--- src/rtl/spi_flash_arbiter.sv ---
// spi_flash_arbiter: round-robin owner of one SPI flash bus for two requesters,
// with an enforced chip-select-high gap between owners and an optional hold watchdog.
module spi_flash_arbiter #(
  parameter int GAP_CYCLES     = 4,
  parameter int TIMEOUT_CYCLES = 0
) (
  input  logic clk,
  input  logic reset,
  input  logic req0,
  output logic gnt0,
  input  logic spi_csel0,
  input  logic spi_clk0,
  input  logic spi_mosi0,
  output logic spi_miso0,
  input  logic req1,
  output logic gnt1,
  input  logic spi_csel1,
  input  logic spi_clk1,
  input  logic spi_mosi1,
  output logic spi_miso1,
  output logic spi_csel,
  output logic spi_clk,
  output logic spi_mosi,
  input  logic spi_miso,
  output logic busy,
  output logic timeout_err
);
  localparam logic [1:0] IDLE = 2'd0;
  localparam logic [1:0] OWN0 = 2'd1;
  localparam logic [1:0] OWN1 = 2'd2;
  localparam logic [1:0] GAP  = 2'd3;
  logic [1:0]  state_q, state_d;
  logic        last_q, last_d;
  logic [1:0]  lockout_q, lockout_d;
  logic [23:0] hold_q, hold_d;
  logic [7:0]  gap_q, gap_d;
  logic        timeout_err_q, timeout_err_d;
  logic [1:0]  elig;
  logic        arb_valid, arb_sel, own_sel, own_req, owning, hold_hit, can_grant;
  always_comb begin
    elig      = {req1 & ~lockout_q[1], req0 & ~lockout_q[0]};
    arb_valid = |elig;
    // on a tie the requester that did not own the bus last wins
    arb_sel   = (elig == 2'b11) ? ~last_q : elig[1];
    owning    = (state_q == OWN0) || (state_q == OWN1);
    own_sel   = (state_q == OWN1);
    own_req   = own_sel ? req1 : req0;
    hold_hit  = (TIMEOUT_CYCLES != 0) && (hold_q == 24'(TIMEOUT_CYCLES - 1));
    can_grant = (state_q == IDLE) || ((state_q == GAP) && (gap_q == 8'd0));
    state_d       = state_q;
    last_d        = last_q;
    hold_d        = hold_q;
    gap_d         = gap_q;
    timeout_err_d = 1'b0;
    lockout_d     = lockout_q & {req1, req0};
    if (owning) begin
      if (!own_req) begin
        state_d = GAP;
        gap_d   = 8'(GAP_CYCLES - 1);
      end else if (hold_hit) begin
        state_d            = GAP;
        gap_d              = 8'(GAP_CYCLES - 1);
        timeout_err_d      = 1'b1;
        lockout_d[own_sel] = 1'b1;
      end else begin
        hold_d = (hold_q == 24'hFF_FFFF) ? hold_q : hold_q + 24'd1;
      end
    end else if (can_grant) begin
      state_d = arb_valid ? (arb_sel ? OWN1 : OWN0) : IDLE;
      last_d  = arb_valid ? arb_sel : last_q;
      hold_d  = arb_valid ? 24'd0 : hold_q;
    end else begin
      gap_d = gap_q - 8'd1;
    end
  end
  always_ff @(posedge clk or posedge reset) begin
    if (reset) begin
      state_q       <= IDLE;
      last_q        <= 1'b1;
      lockout_q     <= 2'b00;
      hold_q        <= 24'd0;
      gap_q         <= 8'd0;
      timeout_err_q <= 1'b0;
    end else begin
      state_q       <= state_d;
      last_q        <= last_d;
      lockout_q     <= lockout_d;
      hold_q        <= hold_d;
      gap_q         <= gap_d;
      timeout_err_q <= timeout_err_d;
    end
  end
  assign gnt0        = (state_q == OWN0);
  assign gnt1        = (state_q == OWN1);
  assign busy        = (state_q != IDLE);
  assign timeout_err = timeout_err_q;
  assign spi_csel    = gnt0 ? spi_csel0 : gnt1 ? spi_csel1 : 1'b1;
  assign spi_clk     = gnt0 ? spi_clk0  : gnt1 ? spi_clk1  : 1'b0;
  assign spi_mosi    = gnt0 ? spi_mosi0 : gnt1 ? spi_mosi1 : 1'b0;
  assign spi_miso0   = gnt0 & spi_miso;
  assign spi_miso1   = gnt1 & spi_miso;
endmodule
--- config.mk ---
export PLATFORM = sky130hd
export DESIGN_NAME = spi_flash_arbiter
export DESIGN_NICKNAME = d
export VERILOG_FILES = /design/src/rtl/spi_flash_arbiter.sv
export SDC_FILE = /design/constraint.sdc
export NUM_CORES = 1
export LEC_CHECK = 0
export ABC_AREA = 1
export CELL_PAD_IN_SITES_DETAIL_PLACEMENT = 1
export CELL_PAD_IN_SITES_GLOBAL_PLACEMENT = 1
export CORE_MARGIN = 10
export CORE_UTILIZATION = 35
export DETAILED_ROUTE_END_ITERATION = 8
export PLACE_DENSITY = 0.78
export SLEW_MARGIN = 5
export SYNTH_ARGS = -nofsm -noshare
export SYNTH_HDL_FRONTEND = slang
export SYNTH_SLANG_ARGS = --single-unit
--- constraint.sdc ---
create_clock -name clk -period 2.2 [get_ports clk]
set_clock_uncertainty 0.1 [all_clocks]
set_input_delay 0.44 -clock clk [delete_from_list [all_inputs] [get_ports clk]]
set_output_delay 0.44 -clock clk [all_outputs]
set_load 0.01 [all_outputs]
Word-level counts from Yosys, hierarchy flattened:

Index checks and enable logic that the tools add are counted.

* equal/unequal tests: 6
* reductions and logical operators: 11
* add/subtract/negate cells: 1
* mux-type cells: 16
* bitwise operators: 9

Operator list (count)
* $mux W8: 3
* $mux W2: 5
* $logic_not A8 Y1: 1
* $mux W1: 8
* $sub A8 B1 Y8 const B: 1
* $eq A2 B2 Y1 const B: 3
* $and A1 B1 Y1: 4
* $ne A2 B2 Y1 const B: 2
* $not A1 Y1: 4
* $reduce_and A2 Y1: 2
* $reduce_bool A2 Y1: 2
* $reduce_and A3 Y1: 1
* $and A2 B2 Y2: 1
* $eq A2 B1 Y1 const B: 1
* $logic_not A2 Y1: 1
* $logic_or A1 B1 Y1: 2
* $reduce_or A2 Y1: 1
* $logic_and A1 B1 Y1: 1

* flip-flop bits (word level): 13
* logic and storage cells: 47
* bits of input ports: 11

Depth between registers and ports, before layout:

Gate-level depths: netlist (run 1).

* word-level depth: 8
* mapped depth: 10
* gate-level depth less buffers: 10

Least setup slack after synthesis (run 1):

No wires, ideal clock.

* path type: reg-to-output
* start: reg state_q[1]
* end: out spi_csel
* cell stages (with the launch flop): 6
* required time: 1.660 ns
* arrival time: 1.026 ns
* path slack: 0.634 ns
* cell sequence: dfrtp_1 inv_1 ha_1 inv_1 nor2_1 a21oi_1

RTL lines
* from (decl): line 32 `logic [1:0] state_q, state_d;`
* from (signal assigned): line 85 `state_q <= state_d;`
* $eq A2 B1 Y1: line 93 `assign gnt0 = (state_q == OWN0);`
* net gnt0: line 10 `output logic gnt0,`
* $mux W1: line 97 `assign spi_csel = gnt0 ? spi_csel0 : gnt1 ? spi_csel1 : 1'b1;`
* to (decl): line 21 `output logic spi_csel,`

The timed path passes the listed nets, and every way through them passes these cells.

Worst setup path in the final report (run 1):

* start: reg state_q[1]
* end: out spi_miso0

* longest elaborated chain between the ends: 2

Ends and longest elaborated chain
* $eq A2 B1 Y1: line 93
* $and A1 B1 Y1: line 100 `assign spi_miso0 = gnt0 & spi_miso;`
* to (decl): line 14 `output logic spi_miso0,`

No other way between the ends.

==> results of run 1 <==
-- cell families (layout without fill, tap and decap cells) --
group                      Yosys count  in the layout  share of synthesized area
and+or+nand+nor                     72             72                      0.360
buffers and inverters               26             46                      0.120
DFF                                 13             13                      0.357
AOI/OAI and AO/OA                    7              7                     0.0383
adders and majority gates            6              6                     0.0821
xor gates and xnor gates             4              4                     0.0383
other                                1              1                    0.00410
-- critical path, cell delays in order, from the launching register on --
cell and delay, ns:
dfrtp_1 0.42, inv_2 0.09, ha_4 0.16, nand2_1 0.06, inv_1 0.05, clkdlybuf4s50_1 0.53
-- power by group through the flow --
stage	registers [W]	logic, W	clock network (W)
2_1_floorplan	0.000243	0.0000110	0
3_3_place_gp	0.000243	0.0000303	0
3_5_place_dp	0.000243	0.0000311	0
4_1_cts	0.000239	0.0000313	0.000166
5_1_grt	0.000239	0.0000341	0.000178
6_report	0.000239	0.0000305	0.000156
-- final cells by class --
| type | count | area, um^2 | share of cell area |
|---|---|---|---|
| clock buffers | 4 | 26.3 | 0.0225 |
| inverters | 23 | 86.3 | 0.0740 |
| multi-input cells | 90 | 503 | 0.431 |
| flip-flops and latches | 13 | 328 | 0.281 |
| well taps | 30 | 37.5 | 0.0322 |
| repair buffers | 19 | 185 | 0.159 |
-- stage by stage --
step	total power, W	TNS, ns	area (um^2)	worst slack, ns
after floorplan	0.000254	0	915	0.634
after global placement	0.000274	0	1110	0.0573
after detailed placement	0.000275	0	1110	0.0339
after CTS	0.000436	-0.0231	1160	-0.0231
after global routing	0.000451	0	1170	0.000984
final	0.000426	0	1170	0.0661
-- state kept, by name (all words and copies together) (netlist names) --
name / count
lockout_q: 2
last_q: 1
gap_q: 8
state_q: 2
-- timing repair --
item                                    in CTS  in global routing
gates resized for setup                      9                  3
endpoints found under the setup margin       8                  3
setup buffers                                1                  0
gates cloned                                 0                  0
-- routing by layer --
| metal | GRT usage | up-vias |
|---|---|---|
| li1 | - | 435 |
| met1 | 0.116 | 398 |
| met2 | 0.183 | 6 |
| met3 | 0.0223 | 4 |
| met4 | 0.0387 | 0 |
| met5 | 0 | - |
-- worst paths after layout --
check | from | end | slack [ns]
max | state_q[1]$_DFFE_PP0P_ | spi_miso0 | 0.07
min | last_q$_DFFE_PP1P_ | last_q$_DFFE_PP1P_ | 0.37
max reg2reg | state_q[1]$_DFFE_PP0P_ | gap_q[1]$_DFFE_PP0P_ | 0.46
min reg2reg | last_q$_DFFE_PP1P_ | last_q$_DFFE_PP1P_ | 0.37
max in group asynchronous | reset | state_q[0]$_DFFE_PP0P_ | 1.22
min in group asynchronous | reset | gap_q[1]$_DFFE_PP0P_ | 0.40
-- Yosys cell counts, drive strengths merged --
library cell and count:
o21ai 6, nand2 45, dfstp 1, xnor2 1
inv 23, xor2 3, dfrtp 12, nand4 1
buf 3, conb 1, a21oi 1, nor2 7
ha 6, nand3 19
==> results.sh, run 1 <==
export IMPL_run_status="finished, final reports clean"
export IMPL_initialDrtViolationCount=17
export IMPL_grt_pass1_wl_mm=4.28
export IMPL_htree_levels=1
export IMPL_tritoncts="built"
export IMPL_routed_wl_mm=2.36
export IMPL_seq_area_frac_synth=0.357
export IMPL_p_sw_frac=0.232
export IMPL_timing_final_crit_share=0.970
export IMPL_port_buffers=18
export IMPL_core_area_um2=2480
export IMPL_synth_top_cell_by_area="dfrtp_1"
export IMPL_rows=18
export IMPL_clk_latency_ns=0.28
export IMPL_worst_slew_pin_slew_ns=0.524
export IMPL_setup_viol=0
export IMPL_slew_viol_final=0
export IMPL_hold_path_class="reg -> reg"
export IMPL_p_clk_frac=0.367
export IMPL_fmax_mhz=469
export IMPL_routed_top_layer="met4"
export IMPL_yosysUniqueCellTypes=21
export IMPL_cts_sinks=13
export IMPL_p_seq_frac=0.561
export IMPL_crit_path_max_fanout=6
export IMPL_power_density_nw_per_um2=365
export IMPL_syn_cell_area_um2=915
export IMPL_required_ns=1.66
export IMPL_syn_inst=129
export IMPL_yosysTopAreaCellShare=0.328
export IMPL_routabilityCongestion=0.736
export IMPL_crit_type="reg -> out"
export IMPL_numCtsBuffers=3
export IMPL_nFillCells=330
export IMPL_yosys_warnings=0
export IMPL_maxCapViolations=0
export IMPL_route_met2_wl_mm=1.26
export IMPL_slew_headroom=0.650
export IMPL_grt_pass1_vias=940
export IMPL_clkTransAtPathRegs_ns=0.09
export IMPL_final_nets=167
export IMPL_avgSynthCellArea_um2=7.09
export IMPL_routed_wl_met3_um=47
export IMPL_pwr_share_comb=0.072
export IMPL_area_delta_synth_final_pct=27.5
export IMPL_drive_gt1_frac=0.101
export IMPL_clk_path_buf_depth=2
export IMPL_initial_utilization=0.369
export IMPL_globalRouteOverflowTotal=0
export IMPL_syn_nets=146
export IMPL_startpoint_type="register"
export IMPL_dpl_hpwl_mm=1.91
export IMPL_cts_root_buf="clkbuf_4"
export IMPL_num_antenna_cells=0
export IMPL_synth_area_top_cells="dfrtp_1 33%, nand2_1 17%, nand3_1 9.8%, inv_1 9.4%, ha_1 8.2%"
export IMPL_mostFrequentLayoutCell="nand2_1"
export IMPL_ios=20
export IMPL_arrival_ns=1.59
export IMPL_holdPathStages=2
export IMPL_antenna_found_initial=0
export IMPL_placed_cells=174
export IMPL_postLayoutCoreUtil=0.471
export IMPL_dieArea_um2=5060
export IMPL_die_x_um=71.1
export IMPL_hold_slack_ns=0.370
export IMPL_via_per_inst=4.71
export IMPL_peakVddDrop_uv=293
export IMPL_p_sw_w=0.0000988
export IMPL_num_vias=843
export IMPL_final_cells=179
export IMPL_hold_viol=0
export IMPL_fin_crit_ns=2.13
export IMPL_drtPass1Iterations=2
export IMPL_die_h_um=71.1
export IMPL_remaining_drc_errors=0
export IMPL_reg2regPathDepth=8
export IMPL_cp_end_kind="primary output"
export IMPL_layout_common_cells="42 x nand2_1, 21 x inv_1, 18 x nand3_1"
export IMPL_grt_max_degree=14
export IMPL_grtUsageTotal=0.103
export IMPL_antenna_left=0
export IMPL_p_int_w=0.000327
export IMPL_ys_ff_latch=13
export IMPL_ctsHoldBuffers=0
export IMPL_p_leak_nw=0.654
export IMPL_wl_per_cell_um=13.2
export IMPL_grt_setup_unrepaired="no"
export IMPL_met1Wirelength_mm=1.02
Note: power is estimated with default switching activity, not from simulation.
==> run 2: changes to the inputs <==
==> constraint.sdc (replaced) <==
create_clock -name clk -period 2.2 [get_ports clk]
set_clock_uncertainty 0.1 [all_clocks]
set_input_delay 0.66 -clock clk [delete_from_list [all_inputs] [get_ports clk]]
set_output_delay 0.66 -clock clk [all_outputs]
set_load 0.01 [all_outputs]
==> results.sh, run 2 (same netlist as run 1, synthesis figures left out) <==
export IMPL_timing_final_crit_share=0.971
export IMPL_clk_path_buf_depth=2
export IMPL_setup_viol=0
export IMPL_largest_reg_flops=8
export IMPL_maxCapViolations=0
export IMPL_slew_viol_final=0
export IMPL_final_cells=184
export IMPL_final_nets=172
export IMPL_remaining_drc_errors=0
export IMPL_area_delta_synth_final_pct=29.1
export IMPL_hold_path_class="reg -> reg"
export IMPL_die_x_um=71.1
export IMPL_placed_cells=179
export IMPL_numCtsBuffers=3
export IMPL_port_buffers=18
export IMPL_num_vias=858
export IMPL_clkTransAtPathRegs_ns=0.10
export IMPL_p_sw_w=0.000104
export IMPL_worstPathCellList="clkdlybuf4s50_1 > nand3_1 > nand2_1 > buf_2"
export IMPL_holdPathStages=2
export IMPL_worst_slew_pin_slew_ns=0.505
export IMPL_ff_latch_area_um2=328
export IMPL_grt_pass1_vias=892
export IMPL_initial_utilization=0.369
export IMPL_globalRouteOverflowTotal=0
export IMPL_critPathSlowestCell="clkdlybuf4s50_1"
export IMPL_largest_register="gap_q"
export IMPL_crit_type="in -> out"
export IMPL_routed_top_layer="met4"
export IMPL_clk_latency_ns=0.29
export IMPL_fmax_mhz=468
export IMPL_routed_wl_met3_um=67
export IMPL_hold_slack_ns=0.376
export IMPL_cts_root_buf="clkbuf_4"
export IMPL_hold_start="last_q$_DFFE_PP1P_"
export IMPL_grtUsageTotal=0.0936
export IMPL_antenna_left=0
export IMPL_cts_sinks=13
export IMPL_p_clk_frac=0.372
export IMPL_required_ns=1.44
export IMPL_p_leak_nw=0.688
export IMPL_p_sw_frac=0.244
export IMPL_rows=18
export IMPL_slew_headroom=0.663
export IMPL_cp_slowest_stage_delay_ns=0.46
export IMPL_crit_path_max_fanout=1
export IMPL_cp_end_kind="primary output"
export IMPL_core_area_um2=2480
export IMPL_drtPass1Iterations=4
export IMPL_die_h_um=71.1
export IMPL_ios=20
export IMPL_multi_input_area_um2=503
export IMPL_mostFrequentLayoutCell="nand2_1"
export IMPL_reg2regPathDepth=7
export IMPL_peakVddDrop_uv=288
export IMPL_min_to="last_q$_DFFE_PP1P_"
export IMPL_p_int_w=0.000324
export IMPL_fin_crit_ns=2.14
export IMPL_antenna_found_initial=0
export IMPL_layout_common_cells="42 x nand2_1, 22 x inv_1, 18 x nand3_1"
export IMPL_grt_pass1_wl_mm=4.02
export IMPL_startpoint_type="input port"
export IMPL_routabilityCongestion=0.715
export IMPL_routed_wl_mm=2.29
export IMPL_power_density_nw_per_um2=362
export IMPL_arrival_ns=1.38
export IMPL_worstReg2RegEnd="gap_q[4]$_DFFE_PP0P_"
export IMPL_reg_top3="gap_q x8, lockout_q x2, state_q x2"
export IMPL_pwr_share_comb=0.070
export IMPL_dpl_hpwl_mm=1.82
export IMPL_tritoncts="built"
export IMPL_run_status="finished, final reports clean"
export IMPL_nFillCells=342
export IMPL_grt_max_degree=14
export IMPL_htree_levels=1
export IMPL_initialDrtViolationCount=31
export IMPL_wl_per_cell_um=12.4
export IMPL_route_met2_wl_mm=1.18
export IMPL_r2r_slack_ns=0.42
export IMPL_r2r_start="state_q[1]$_DFFE_PP0P_"
export IMPL_via_per_inst=4.66
export IMPL_met1Wirelength_mm=1.03
export IMPL_dieArea_um2=5060
export IMPL_p_seq_frac=0.558
export IMPL_hold_viol=0
export IMPL_num_antenna_cells=0
export IMPL_drive_gt1_frac=0.169
[run 2: cell types whose count changed in the layout (fill, tap and decap cells not counted)]
cell,previous run,this run
buf_2,0,5
buf_4,1,6
clkdlybuf4s50_1,13,8
dlygate4sd2_1,4,1
clkbuf_1,1,0
clkbuf_2,0,1
clkdlybuf4s15_1,0,1
clkinv_2,0,1
dlymetal6s2s_1,1,2
inv_1,21,22
inv_2,2,1
[run 2: what timing repair did]
| item | 4_1_cts | 5_1_grt |
|---|---|---|
| hold buffers | 0 | 0 |
| endpoints found under the setup margin | 8 | 4 |
| pin swaps | 0 | 2 |
| gates resized for setup | 27 | 7 |
| endpoints found under the hold margin | 0 | 0 |
| gates cloned | 0 | 0 |
| buffers inserted | 1 | 0 |
[run 2: how the worst max path moves through the flow]
stage	start	to	slack, ns	cells past startpoint
2_1_floorplan	state_q[1]$_DFFE_PP0P_	spi_csel	0.41	5
3_3_place_gp	spi_csel1	spi_csel	-0.39	4
3_5_place_dp	spi_csel1	spi_csel	-0.40	4
4_1_cts	spi_csel1	spi_csel	0.02	4
5_1_grt	state_q[1]$_DFFE_PP0P_	spi_csel	-0.01	6
6_report	spi_clk1	spi_clk	0.06	4
[run 2: final cells by class]
cell class                      count  area share
Timing Repair Buffer               24       0.168
Inverter                           23      0.0731
Tap cell                           30      0.0318
Sequential cell                    13       0.278
Clock inverter                      1     0.00424
Clock buffer                        3      0.0191
Multi-Input combinational cell     90       0.426
[run 2: metrics by stage]
stage / cell area [um^2] / setup TNS, ns / setup slack (ns) / power (W) / util
2_1_floorplan: 915 / 0 / 0.414 / 0.000254 / -
3_3_place_gp: 1150 / -1.73 / -0.390 / 0.000274 / 0.463
3_5_place_dp: 1150 / -1.81 / -0.400 / 0.000275 / 0.463
4_1_cts: 1170 / 0 / 0.0183 / 0.000433 / 0.471
5_1_grt: 1180 / -0.00986 / -0.00986 / 0.000451 / 0.477
6_report: 1180 / 0 / 0.0644 / 0.000428 / 0.477
[run 2: per-layer routing]
| layer | GRT usage | vias up |
|---|---|---|
| li1 | - | 441 |
| met1 | 0.106 | 403 |
| met2 | 0.167 | 11 |
| met3 | 0.0335 | 3 |
| met4 | 0.0129 | 0 |
| met5 | 0 | - |
[run 2: worst max-delay path: cells and delay by family]
family,cells,cell delay (ns)
buffers and inverters,2,0.59
AND/OR/NAND/NOR,2,0.13
[run 2: power groups by stage]
stage | combinational, W | sequential (W) | clock (W)
2_1_floorplan | 0.0000110 | 0.000243 | 0
3_3_place_gp | 0.0000302 | 0.000243 | 0
3_5_place_dp | 0.0000311 | 0.000243 | 0
4_1_cts | 0.0000314 | 0.000239 | 0.000163
5_1_grt | 0.0000342 | 0.000239 | 0.000178
6_report | 0.0000300 | 0.000239 | 0.000159
==> run 3: changes to the inputs <==
--- a/config.mk
+++ b/config.mk
@@ -6,8 +6,10 @@
 export NUM_CORES = 1
 export LEC_CHECK = 0
 export ABC_AREA = 1
+export CAP_MARGIN = 30
 export CELL_PAD_IN_SITES_DETAIL_PLACEMENT = 1
 export CELL_PAD_IN_SITES_GLOBAL_PLACEMENT = 1
+export CORE_ASPECT_RATIO = 1.5
 export CORE_MARGIN = 10
 export CORE_UTILIZATION = 35
 export DETAILED_ROUTE_END_ITERATION = 8
==> results.sh, run 3 (same netlist as run 1, synthesis figures left out) <==
export IMPL_run_status="finished, final reports clean"
export IMPL_antenna_left=0
export IMPL_grtUsageTotal=0.0981
export IMPL_worst_slew_pin_slew_ns=0.527
export IMPL_drive_gt1_frac=0.154
export IMPL_grt_pass1_wl_mm=3.84
export IMPL_cp_slowest_stage_delay_ns=0.47
export IMPL_wl_per_cell_um=13.2
export IMPL_via_per_inst=4.93
export IMPL_crit_family="buffers and inverters"
export IMPL_worst_slack_ns=0.0423
export IMPL_numCtsBuffers=3
export IMPL_reg_top3="gap_q x8, lockout_q x2, state_q x2"
export IMPL_core_area_um2=2480
export IMPL_critPathSlowestCell="clkdlybuf4s50_1"
export IMPL_timing_final_crit_share=0.981
export IMPL_worstPathCellList="clkdlybuf4s50_1 > nand3_1 > nand2_1 > buf_2"
export IMPL_final_nets=174
export IMPL_ios=20
export IMPL_remaining_drc_errors=0
export IMPL_arrival_ns=1.40
export IMPL_dieArea_um2=5100
export IMPL_tritoncts="built"
export IMPL_grt_max_degree=14
export IMPL_die_x_um=61.7
export IMPL_die_h_um=82.6
export IMPL_setup_viol=0
export IMPL_port_buffers=18
export IMPL_crit_path_max_fanout=1
export IMPL_path_buf_inv=2
export IMPL_rows=22
export IMPL_area_delta_synth_final_pct=28.9
export IMPL_hold_viol=0
export IMPL_required_ns=1.44
export IMPL_clk_latency_ns=0.28
export IMPL_peakVddDrop_uv=264
export IMPL_clkTransAtPathRegs_ns=0.08
export IMPL_layout_common_cells="42 x nand2_1, 23 x inv_1, 18 x nand3_1"
export IMPL_slew_viol_final=0
export IMPL_crit_type="in -> out"
export IMPL_num_vias=888
export IMPL_power_density_nw_per_um2=358
export IMPL_dpl_hpwl_mm=1.92
export IMPL_cp_end_kind="primary output"
export IMPL_slew_headroom=0.649
export IMPL_finalPower_w=0.000422
export IMPL_fmax_mhz=463
export IMPL_nFillCells=329
export IMPL_initial_utilization=0.369
export IMPL_num_antenna_cells=0
export IMPL_startpoint_type="input port"
export IMPL_mostFrequentLayoutCell="nand2_1"
export IMPL_clk_path_buf_depth=2
export IMPL_cts_root_buf="clkbuf_4"
export IMPL_fin_crit_ns=2.16
export IMPL_drtPass1Iterations=4
export IMPL_globalRouteOverflowTotal=0
export IMPL_p_leak_nw=0.698
export IMPL_initialDrtViolationCount=25
export IMPL_hold_path_class="reg -> reg"
export IMPL_maxCapViolations=0
export IMPL_postLayoutCoreUtil=0.476
export IMPL_cts_sinks=13
export IMPL_antenna_found_initial=0
export IMPL_routed_wl_mm=2.37
export IMPL_ctsHoldBuffers=0
export IMPL_htree_levels=1
export IMPL_pre_cts_ws_ns=-0.425
export IMPL_largest_reg_flops=8
export IMPL_grt_pass1_vias=926
export IMPL_largest_register="gap_q"
export IMPL_routabilityCongestion=0.738
## run 3: cell types whose count changed in the layout (fill, tap and decap cells not counted), sizes merged
cell | previous run | this run
buf | 11 | 13
clkinv | 1 | 0
clkdlybuf4s15 | 1 | 0
dlygate4sd2 | 1 | 3
## run 3: area by class of cell
cell class	count	area [um^2]	area share
Multi-Input combinational cell	90	493	0.418
Clock buffer	4	26.3	0.0223
Tap cell	24	30.0	0.0255
Inverter	23	86.3	0.0732
Sequential cell	13	327	0.277
Timing Repair Buffer	26	216	0.184
## run 3: worst register-to-register path: cells and delay by family, from the launching register on
| kind | cells | cell delay, ns |
|---|---|---|
| adders and majority gates | 1 | 0.28 |
| and+or+nand+nor | 3 | 0.35 |
| buffers and inverters | 4 | 0.61 |
| DFF | 1 | 0.35 |
## run 3: stage by stage
step           hold WS [ns]  std cells  setup TNS (ns)  cell area, um^2
4_1_cts               0.370        179               0             1160
3_3_place_gp          0.347        175           -1.71             1150
6_report              0.363        180               0             1180
2_1_floorplan         0.335        129               0              915
3_5_place_dp          0.356        175           -1.80             1150
5_1_grt               0.384        180         -0.0262             1180
## run 3: path summary, 6_finish.rpt
| path | startpoint | to | slack (ns) | cells after the start |
|---|---|---|---|---|
| max | spi_clk1 | spi_clk | 0.04 | 4 |
| min | last_q$_DFFE_PP1P_ | last_q$_DFFE_PP1P_ | 0.36 | 2 |
| max reg2reg | state_q[1]$_DFFE_PP0P_ | gap_q[7]$_DFFE_PP0P_ | 0.45 | 8 |
| min reg2reg | last_q$_DFFE_PP1P_ | last_q$_DFFE_PP1P_ | 0.36 | 2 |
| max in group asynchronous | reset | last_q$_DFFE_PP1P_ | 1.04 | 2 |
| min in group asynchronous | reset | lockout_q[1]$_DFF_PP0_ | 0.60 | 2 |
## run 3: where the power goes
part           leakage [nW]  switching (W)  internal (W)
sequential            0.142              0      0.000239
combinational         0.541      0.0000131     0.0000169
clock                0.0150      0.0000829     0.0000705
## run 3: repair_timing
action / CTS / global route
resized for setup: 25 / 3
setup buffers: 0 / 1
setup endpoints to repair: 8 / 3
pin swaps: 0 / 2
## run 3: per-layer routing
metal / track usage / up-vias / share of wire
met3: 0.0214 / 5 / 0.063
met4: 0.0538 / 0 / 0.022
li1: - / 447 / -
met5: 0 / - / 0
met1: 0.0957 / 416 / 0.39
met2: 0.182 / 20 / 0.53
